### config.mk
export PLATFORM = sky130hd
export DESIGN_NAME = serial_subtractor
export DESIGN_NICKNAME = d
export VERILOG_FILES = /design/src/rtl/serial_subtractor.sv
export SDC_FILE = /design/constraint.sdc
export NUM_CORES = 1
export LEC_CHECK = 0
export CAP_MARGIN = 0
export CORE_UTILIZATION = 55
export CTS_CLUSTER_SIZE = 14
export DETAILED_ROUTE_END_ITERATION = 10
export PLACE_DENSITY = 0.88
export SETUP_SLACK_MARGIN = 0.4
export SYNTH_ARGS = -nofsm -noshare
export SYNTH_HDL_FRONTEND = slang
export SYNTH_SLANG_ARGS = --single-unit
### constraint.sdc
create_clock -name clk -period 3.65 [get_ports clk]
set_input_delay 0.5475 -clock clk [delete_from_list [all_inputs] [get_ports clk]]
set_output_delay 0.5475 -clock clk [all_outputs]
set_load 0.01 [all_outputs]
### src/rtl/serial_subtractor.sv
// Bit-serial a - b, LSB first: one subtractor cell plus a borrow flop.
// Start/busy/done handshake; diff/borr update only on completion.
module serial_subtractor #(
  parameter int WIDTH = 8
) (
  input  logic             clk,
  input  logic             rst,
  input  logic             start,
  input  logic [WIDTH-1:0] a,
  input  logic [WIDTH-1:0] b,
  output logic             busy,
  output logic             done,
  output logic [WIDTH-1:0] diff,
  output logic             borr
);

  localparam int CNT_W = (WIDTH > 1) ? $clog2(WIDTH) : 1;
  localparam logic [CNT_W-1:0] LAST = CNT_W'(WIDTH - 1);

  typedef enum logic [1:0] {
    IDLE,
    SHIFT,
    DONE
  } state_t;

  state_t           state_q, state_d;
  logic [WIDTH-1:0] a_q, a_d;
  logic [WIDTH-1:0] b_q, b_d;
  logic [WIDTH-1:0] res_q, res_d;
  logic [WIDTH-1:0] diff_q, diff_d;
  logic [CNT_W-1:0] cnt_q, cnt_d;
  logic             bflop_q, bflop_d;
  logic             borr_q, borr_d;
  logic             busy_q, busy_d;
  logic             done_q, done_d;

  logic             bit_d;
  logic             bit_bo;
  logic [WIDTH-1:0] res_shift;

  assign bit_d  = a_q[0] ^ b_q[0] ^ bflop_q;
  assign bit_bo = (~a_q[0] & b_q[0])
                | (~(a_q[0] ^ b_q[0]) & bflop_q);

  // The new bit enters at the top so the LSB lands at bit 0 after WIDTH shifts.
  if (WIDTH == 1) begin : g_res1
    assign res_shift = bit_d;
  end else begin : g_resn
    assign res_shift = {bit_d, res_q[WIDTH-1:1]};
  end

  always_comb begin
    state_d = state_q;
    a_d     = a_q;
    b_d     = b_q;
    res_d   = res_q;
    diff_d  = diff_q;
    cnt_d   = cnt_q;
    bflop_d = bflop_q;
    borr_d  = borr_q;
    unique case (state_q)
      IDLE: begin
        if (start) begin
          a_d     = a;
          b_d     = b;
          bflop_d = 1'b0;
          cnt_d   = '0;
          res_d   = '0;
          state_d = SHIFT;
        end
      end
      SHIFT: begin
        res_d   = res_shift;
        a_d     = a_q >> 1;
        b_d     = b_q >> 1;
        bflop_d = bit_bo;
        cnt_d   = cnt_q + CNT_W'(1);
        if (cnt_q == LAST) begin
          diff_d  = res_shift;
          borr_d  = bit_bo;
          state_d = DONE;
        end
      end
      DONE: begin
        state_d = IDLE;
      end
      default: begin
        state_d = IDLE;
      end
    endcase
    busy_d = (state_d == SHIFT);
    done_d = (state_d == DONE);
  end

  always_ff @(posedge clk or posedge rst) begin
    if (rst) begin
      state_q <= IDLE;
      a_q     <= '0;
      b_q     <= '0;
      res_q   <= '0;
      diff_q  <= '0;
      cnt_q   <= '0;
      bflop_q <= 1'b0;
      borr_q  <= 1'b0;
      busy_q  <= 1'b0;
      done_q  <= 1'b0;
    end else begin
      state_q <= state_d;
      a_q     <= a_d;
      b_q     <= b_d;
      res_q   <= res_d;
      diff_q  <= diff_d;
      cnt_q   <= cnt_d;
      bflop_q <= bflop_d;
      borr_q  <= borr_d;
      busy_q  <= busy_d;
      done_q  <= done_d;
    end
  end

  assign busy = busy_q;
  assign done = done_q;
  assign diff = diff_q;
  assign borr = borr_q;

endmodule

---- Word level (Yosys, flattened, before mapping) ----
Index checks and enable logic that the tools add are counted.
storage, ports and cells
  register bits after elaboration ......... 41
  input bits .............................. 19
  output and inout port bits .............. 11
  logic and storage cells ................. 40
cells by class
  $add $sub $neg .......................... 1
  equal/unequal tests ..................... 5
  mux-type cells .......................... 13
  bitwise gates (word level) .............. 7
  reductions and logical operators ........ 4
operators with widths
  cell                                                              number
  8-bit one-hot mux with 2 select lines                             3
  8-bit 2-to-1 mux                                                  3
  3-bit one-hot mux with 2 select lines                             1
  2-bit by 1-bit == test with 1-bit output (second input constant)  2
  2-bit 2-to-1 mux                                                  2
  2-bit one-hot mux with 2 select lines                             1
  2-bit AND reduction                                               2
  3-bit by 1-bit adder with 3-bit output (second input constant)    1
  3-bit == test (second input constant)                             1
  3-bit 2-to-1 mux                                                  1
  1-bit bitwise AND                                                 2
  2-bit == test (second input constant)                             1
  2-bit logical NOT                                                 1
  2-bit != test (second input constant)                             1
  1-bit NOT                                                         2
  1-bit one-hot mux with 2 select lines                             1
  2-bit nonzero test                                                1
  1-bit XOR                                                         2
  1-bit 2-to-1 mux                                                  1
  1-bit bitwise OR                                                  1

---- Depth between registers and ports, before layout ----
Gate-level depths: netlist of the first run.
  depth after elaboration ................. 5
  mapped depth ............................ 6
  gate-level depth less buffers ........... 5

---- Worst setup path after synthesis of the first run ----
OpenSTA, ideal clock, no wires.
  kind .................................... reg-to-reg
  start point ............................. reg cnt_q[0]
  end point ............................... reg diff_q[0], in the netlist diff[0]
  setup time .............................. 125 ps
  arrival time ............................ 1404 ps
  data required time ...................... 3525 ps
  slack ................................... 2122 ps
  cell stages (with the launch flop) ...... 6
  path buffers ............................ 1
  cell sequence ........................... dfrtp_1 -> ha_1 -> ha_1 -> nand3b_1 -> buf_2 -> mux2_2
between the ends
  cells in the longest elaborated chain, start to end .. 2
RTL lines
  element                               RTL line  text
  from (decl)                           31        logic [CNT_W-1:0] cnt_q, cnt_d;
  from (signal assigned)                113       cnt_q <= cnt_d;
  3-bit == test                         78        if (cnt_q == LAST) begin
  2-bit AND reduction (no source line)  -
  to (signal assigned)                  112       diff_q <= diff_d;
  to (decl)                             30        logic [WIDTH-1:0] diff_q, diff_d;
No other way between the ends.
A chain may end at the register's enable or synchronous reset.

---- Worst setup path after layout of the first run ----
  start point ............................. reg state_q[0]
  end point ............................... reg diff_q[5], in the netlist diff[5]
between the ends
  cells in the longest elaborated chain, start to end .. 2
RTL lines
  element                                   RTL line  text
  from (decl)                               26        state_t state_q, state_d;
  from (signal assigned)                    108       state_q <= state_d;
  2-bit by 1-bit == test with 1-bit output  61        unique case (state_q)
  2-bit AND reduction (no source line)      -
No other way between the ends.

==> impl_metrics.tcl, run 1 <==
set metrics [dict create \
    outcome "complete, no violations" \
    final.setup.tns_ps 0 \
    fmax_mhz 479 \
    routed_wl_um 3280 \
    place_ws_ps 1490 \
    synth-seq-cells 40 \
    crit_path_top_delay_cell "dfrtp_1" \
    synthSimpleGateAreaFrac 0.115 \
    drtPass1Iterations 4 \
    maxSlewViolCount 0 \
    hp-class "flip-flop to flip-flop" \
    die_height_um 58.4 \
    port_buffers 29 \
    clkLatencyLatePin_ps 350 \
    drtIter0Drc 39 \
    antenna_cells 0 \
    track_usage 0.222 \
    cts_setup_buffers 0 \
    max_stage_delay_ps 970 \
    layout_min_cycle_time_ps 2090 \
    synthMuxAreaShare 0.0572 \
    netSwitchingPower_mw 0.570 \
    comb_power_share 0.367 \
    crit_chain "nand3b_1, mux2_2" \
    vias 1227 \
    cts_max_level 2 \
    max_cap_violations 0 \
    powerDensity_nw_per_um2 800 \
    layout_common_cells "40 x dfrtp_1, 29 x clkdlybuf4s50_1, 12 x inv_1, 11 x a22o_1, 10 x nor3b_1" \
    hold_viol_final 0 \
    start_kind "flip-flop" \
    drc 0 \
    vdd_drop_max_v 0.000315 \
    synth_top_cell_by_area "dfrtp_1" \
    die-width_um 58.4 \
    fin_util 0.701 \
    setup.worst_path.end_class "flip-flop" \
    setup_viol 0 \
    clockBufferDepth 2 \
    yosys_warnings 0 \
    grt_overflow 0 \
    num_rows 20 \
    grt_first_pass_wirelength_um 5570 \
    cts-hold-fix-buffers 0 \
    leakage_nw 0.926 \
    crit_path_max_fanout 31 \
    syn-cell-area_sq_um 1750 \
    syn_area_per_cell_sq_um 12.3 \
    syn_nets 164 \
    viasPerCell 5.73 \
    critPathRequiredTime_ps 3890 \
    yosys-top-cells-area "dfrtp_1 57%, a22o_1 5.5%, mux2_2 5.1%" \
    fin_nets 191 \
    seq_area_frac_synth 0.572 \
    crit_type "flip-flop to flip-flop" \
    area_delta_synth_final_pct 21.2 \
    die-area_sq_um 3410 \
    synth_top_family_by_area "compound AO/OA/AOI/OAI gates" \
    initial_core_util 0.578 \
    finalNonFillerCells 214 \
    tightest_slew_ps 926 \
    syn_inst 142 \
    ant_nets 0 \
    cts_sinks 40 \
    globalplace.congestion 0.751 \
    p_int_mw 1.13 \
    cts_buffers 5 \
    synth_xor_area_frac 0 \
    io_pins 30 \
    synth_compound_area_frac 0.169 \
    finalPower_mw 1.70 \
    slew_headroom 0.383 \
    seqPwrFrac 0.464 \
    swShare 0.336 \
    critical_path_arrival_ps 2330 \
    synth_fa_ha_area_frac 0.0257 \
    mostFrequentLayoutCell "dfrtp_1" \
    whs_ps 514 \
    rsz0062_at_grt "false" \
    wl_per_cell_um 15.3 \
    antenna_found_initial 0 \
    worst_slack_ps 1560 \
    synth_cell_types 28 \
    layout-drive-gt1-share 0.118 \
    ctsResizeCount 0 \
    hpwl_um 2260 \
    cts_tree "yes" \
    clk_pin_slew_ps 120 \
    grt_pass1_vias 1238 \
    coreArea_sq_um 3030 \
    grt_start_max_net_pins 41 \
    fin_skew_ps 5.12 \
    postPlaceCellArea_sq_um 2040 \
    final_cell_area_sq_um 2120 \
    cts_root_buffer "clkbuf_4" \
    fin_crit_sh 0.572 \
    power.share.clock 0.169 \
    dp.cells 206 \
    synth_top_cell_area_share 0.572 \
]
-- synth_stat cells --
cell,instances
dfrtp_1,40
nor4b_1,5
or2_1,1
o22ai_1,4
nor3b_1,10
buf_2,7
ha_1,2
nor2b_1,1
o21ai_2,1
a211oi_1,5
buf_6,2
mux2_2,8
nand2_1,2
fa_1,1
o21bai_4,1
inv_1,12
o22a_1,5
nor2_1,6
and2_1,1
clkbuf_1,1
or4b_4,1
nand2b_1,2
o32ai_1,3
nand3b_1,1
a22o_1,11
o21ai_0,2
mux2i_1,1
a21oi_1,6
-- critical path: cells and delay by family (launching register included) --
kind | cells | cell delay (ps)
DFF | 1 | 970
muxes | 1 | 450
and+or+nand+nor | 1 | 570
-- path summary, 6_finish.rpt --
check | start | slack [ps] | cells past startpoint | endpoint
min in group asynchronous | rst | 600 | 3 | borr
max in group asynchronous | rst | 2710 | 3 | a_q[5]
min | cnt_q[0] | 510 | 1 | cnt_q[0]
max reg2reg | state_q[0] | 1560 | 2 | diff[5]
min reg2reg | cnt_q[0] | 510 | 1 | cnt_q[0]
max | state_q[0] | 1560 | 2 | diff[5]
-- cell families after synthesis --
family / Yosys count
flops: 40
buf+inv: 22
compound gates: 38
simple gates: 30
fa+ha+maj: 3
mux: 9
-- registers in the layout, indices dropped and copies added, names as in the netlist --
| signal | cells |
|---|---|
| diff | 8 |
| busy | 1 |
| done | 1 |
| b_q | 8 |
| bflop_q | 1 |
| state_q | 2 |
| res_q | 7 |
| a_q | 8 |
| borr | 1 |
| cnt_q | 3 |
-- power groups by stage --
stage	registers [mW]	clock network, mW	logic [mW]
3_3_place_gp	0.778	0	0.594
2_1_floorplan	0.750	0	0.460
4_1_cts	0.788	0.294	0.633
5_1_grt	0.815	0.315	0.697
6_report	0.788	0.287	0.624
3_5_place_dp	0.796	0	0.630
-- final cells by class --
type / instances / area [sq um]
clock buffer: 5 / 37.5
multi-input combinational: 80 / 643
fill: 242 / 906
sequential: 40 / 1000
timing repair buffer: 30 / 298
inverter: 12 / 45.0
clock inverter: 3 / 42.5
tap: 44 / 55.1
-- metal layers --
metal,track usage,wire (um)
met4,0.0714,53
met1,0.284,1430
met2,0.365,1640
met5,0,0
met3,0.0681,157
Note: power is estimated with default switching activity, not from simulation.
==> inputs of run 2 (changes only) <==
CORE_UTILIZATION = 47   (was 55)
PLACE_DENSITY = 0.81   (was 0.88)
clock period = 1.8 ns   (was 3.65 ns; I/O delays follow)
==> impl_metrics.tcl, run 2 (synthesis gave the netlist of run 1 again) <==
set metrics [dict create \
    track_usage 0.193 \
    wl_per_cell_um 15.4 \
    cts_sinks 40 \
    final.setup.tns_ps 0 \
    r2r_slack_ps 330 \
    coreArea_sq_um 3440 \
    rsz0062_at_grt "true" \
    maxSlewViolCount 0 \
    final_cell_area_sq_um 2370 \
    viasPerCell 5.56 \
    vdd_drop_max_v 0.000785 \
    ant_nets 0 \
    cts_root_buffer "clkbuf_8" \
    layout_common_cells "39 x dfrtp_1, 18 x clkdlybuf4s50_1, 12 x inv_1" \
    routed_wl_um 3540 \
    die-width_um 63.0 \
    crit_path_top_delay_cell "dfrtp_1" \
    dp.cells 214 \
    path_depth 5 \
    cts_buffers 5 \
    grt_first_pass_wirelength_um 5850 \
    reg2regPathDepth 5 \
    clk_pin_slew_ps 70 \
    fmax_mhz 682 \
    cts_tree "yes" \
    critPathRequiredTime_ps 1980 \
    area_delta_synth_final_pct 35.6 \
    start_kind "flip-flop" \
    finalNonFillerCells 230 \
    finalPower_mw 4.11 \
    leakage_nw 1.11 \
    hold_viol_final 0 \
    die_height_um 63.0 \
    drc 0 \
    worst_slack_ps 334 \
    crit_path_max_fanout 5 \
    max_stage_delay_ps 390 \
    num_rows 21 \
    globalplace.congestion 0.820 \
    grt_start_max_net_pins 41 \
    setup_viol 0 \
    clockBufferDepth 2 \
    crit_chain "ha_2, ha_4, nand3b_1, buf_6, mux2_4" \
    die-area_sq_um 3970 \
    port_buffers 29 \
    hp-class "input pin to asynchronous set/reset pin" \
    clkLatencyLatePin_ps 290 \
    max_cap_violations 0 \
    critical_path_arrival_ps 1650 \
    path_delay_family "flip-flops" \
    layout-drive-gt1-share 0.217 \
    setup.worst_path.end_class "flip-flop" \
    powerDensity_nw_per_um2 1730 \
    cp.buffers_inverters 1 \
    mostFrequentLayoutCell "dfrtp_1" \
    fin_skew_ps 10.3 \
    outcome "complete, no violations" \
    fill_cells 255 \
    vias 1279 \
    grt_overflow 0 \
    grt_pass1_vias 1316 \
    tightest_slew_ps 498 \
    io_pins 30 \
    drtIter0Drc 45 \
    cts_max_level 2 \
    place_ws_ps 198 \
    antenna_found_initial 0 \
    drtPass1Iterations 4 \
    r2r_end "diff[6]" \
    layout_min_cycle_time_ps 1470 \
    fin_crit_sh 0.815 \
    antenna_cells 0 \
    critPathCapture "diff[6]" \
    crit_type "flip-flop to flip-flop" \
    initial_core_util 0.509 \
    postPlaceCellArea_sq_um 2090 \
    crit_start "cnt_q[1]" \
    hpwl_um 2290 \
    slew_headroom 0.668 \
    fin_nets 205 \
    r2r_start "cnt_q[1]" \
]
==> run 2: layout make-up <==
cell class / instances / area, sq um / area share
inverters: 12 / 45.0 / 0.0190
flip-flops and latches: 40 / 1000 / 0.422
repair buffers: 44 / 413 / 0.174
clock buffers: 5 / 68.8 / 0.0290
well taps: 46 / 57.6 / 0.0242
multi-input cells: 80 / 697 / 0.294
clock inverters: 3 / 90.1 / 0.0380
==> run 2: worst min-delay path by stage <==
stage,startpoint,to,cells past startpoint
5_1_grt,rst,diff[5],3
2_1_floorplan,a[7],a_q[7],1
4_1_cts,rst,diff[5],3
6_report,rst,borr,3
3_5_place_dp,res_q[1],res_q[1],1
3_3_place_gp,borr,borr,2
==> run 2: timing repair <==
action	in CTS	in global routing
resized for setup	21	8
pin swaps	1	2
endpoints found under the setup margin	19	25
gates cloned	1	0
hold buffers	0	0
setup buffers	4	3
==> run 2: where the power goes <==
part / switching, mW / leakage [nW] / internal [mW]
combinational: 0.707 / 0.535 / 0.866
sequential: 0.248 / 0.492 / 1.29
clock: 0.307 / 0.0784 / 0.693
==> run 2: per-stage QoR <==
| stage | util | hold WS, ps |
|---|---|---|
| floorplan | - | 403 |
| global placement | 0.609 | 463 |
| detailed placement | 0.609 | 487 |
| CTS | 0.673 | 411 |
| global route | 0.690 | 455 |
| finish | 0.690 | 395 |
==> run 2: per-layer routing <==
layer / wire length [um] / vias to the layer above / track usage
met5: 0 / - / 0
met4: 72 / 0 / 0.0698
met3: 161 / 8 / 0.0566
met2: 1820 / 45 / 0.333
met1: 1490 / 626 / 0.226
li1: - / 600 / -
==> run 2: worst min-delay path, delay by kind of cell <==
family / cells / cell delay [ps]
buffers and inverters: 3 / 860
==> inputs of run 3 (changes only) <==
clock period = 1.31 ns   (was 1.8 ns; I/O delays follow)
==> impl_metrics.tcl, run 3 (synthesis gave the netlist of run 1 again) <==
set metrics [dict create \
    p_int_mw 3.83 \
    grtUsageMet3 0.0712 \
    power.share.clock 0.149 \
    swShare 0.347 \
    critPathRequiredTime_ps 1490 \
    layout-drive-gt1-share 0.495 \
    grt_start_max_net_pins 41 \
    num_rows 21 \
    clk_pin_slew_ps 80 \
    fin_nets 223 \
    powerDensity_nw_per_um2 2230 \
    seqPwrFrac 0.365 \
    crit_path_max_fanout 10 \
    reg2regPathDepth 5 \
    vdd_drop_max_v 0.00119 \
    cts_max_level 2 \
    die-width_um 63.0 \
    violations "negative setup slack" \
    critPathCapture "diff[5]" \
    fmax_mhz 693 \
    whs_ps 280 \
    mostFrequentLayoutCell "dfrtp_1" \
    met1_usage 0.257 \
    drtPass1Iterations 4 \
    cts_root_buffer "clkbuf_8" \
    grt_overflow 0 \
    vias 1365 \
    final.setup.tns_ps -1060 \
    drc 0 \
    clockBufferDepth 2 \
    layout_common_cells "38 x dfrtp_1, 20 x buf_4, 18 x clkdlybuf4s50_1" \
    globalplace.congestion 0.745 \
    drtIter0Drc 70 \
    routed_wl_um 3980 \
    die-area_sq_um 3970 \
    setup.worst_path.end_class "flip-flop" \
    track_usage 0.219 \
    wl_per_cell_um 16.0 \
    hp-class "input pin to asynchronous set/reset pin" \
    coreArea_sq_um 3440 \
    antenna_found_initial 0 \
    comb_power_share 0.486 \
    cts_sinks 40 \
    crit_start "cnt_q[1]" \
    netSwitchingPower_mw 2.04 \
    busiest_layer "met2" \
    hpwl_um 2560 \
    fin_skew_ps 4.18 \
    r2r_slack_ps -130 \
    place_ws_ps -209 \
    rsz0062_at_grt "true" \
    maxSlewViolCount 0 \
    r2r_end "diff[5]" \
    finalNonFillerCells 248 \
    crit_type "flip-flop to flip-flop" \
    ant_nets 0 \
    initial_core_util 0.509 \
    outcome "finished with violations" \
    grt_pass1_vias 1418 \
    layout_min_cycle_time_ps 1440 \
    leakage_nw 1.18 \
    cts_buffers 5 \
    critical_path_arrival_ps 1630 \
    fin_crit_sh 1.10 \
    clkLatencyLatePin_ps 300 \
    cts_tree "yes" \
    area_delta_synth_final_pct 49.9 \
    start_kind "flip-flop" \
    die_height_um 63.0 \
    max_cap_violations 0 \
    viasPerCell 5.50 \
    tightest_slew_ps 396 \
    grtUsageMet2 0.374 \
    io_pins 30 \
    r2r_start "cnt_q[1]" \
    hold_viol_final 0 \
    dp.cells 222 \
    port_buffers 29 \
    slew_headroom 0.735 \
    grt_first_pass_wirelength_um 6520 \
    setup_viol 12 \
    worst_slack_ps -134 \
    antenna_cells 0 \
]
-- run 3: changes by cell type in the layout (fill, tap and decap cells not counted), sizes merged --
cell         previous run  this run
buf                    15        44
bufinv                  3         0
clkbuf                  5         6
clkinvlp                0         3
dlygate4sd2            11         0
inv                    12        11
-- run 3: worst min-delay path by stage --
stage          cells past startpoint  slack (ps)       to
2_1_floorplan                      1         180   a_q[0]
3_3_place_gp                       2         470     borr
3_5_place_dp                       2         470     borr
4_1_cts                            3         300  diff[7]
5_1_grt                            3         310   b_q[2]
6_report                           3         280   b_q[2]
-- run 3: what timing repair did --
action                     4_1_cts  5_1_grt
setup endpoints to repair       51       51
gates cloned                     1        0
hold buffers                     0        0
pin swaps                       16        4
buffers inserted                10        7
resized for setup               74        8
-- run 3: cell type report --
type                       instances  area, sq um
clock buffer                       6         82.6
clock inverter                     2         15.0
fill                             210          818
inverter                          12         48.8
multi-input combinational         80          867
sequential                        40         1000
tap                               46         57.6
timing repair buffer              62          549
-- run 3: critical path, cell delays in order (launching register included) --
cell and delay, ps:
dfrtp_1 390, ha_2 200, ha_4 160, nand3b_1 130, buf_12 160, mux2_4 300
-- run 3: metal layers --
layer,share of wire,vias up
li1,-,630
met1,0.42,703
met2,0.53,30
met3,0.043,2
met4,0.0058,0
met5,0,-
-- run 3: through the flow --
step	power, mW	instance area (sq um)	util
6_report	5.86	2620	0.762
5_1_grt	6.19	2620	0.762
4_1_cts	5.60	2530	0.735
3_5_place_dp	4.44	2310	0.670
3_3_place_gp	4.28	2310	0.670
2_1_floorplan	3.70	1930	-
-- run 3: power by group through the flow --
stage,registers [mW],clock network [mW],logic [mW]
2_1_floorplan,2.12,0,1.58
3_3_place_gp,2.12,0,2.15
3_5_place_dp,2.16,0,2.28
4_1_cts,2.13,0.890,2.58
5_1_grt,2.19,0.938,3.06
6_report,2.14,0.876,2.85
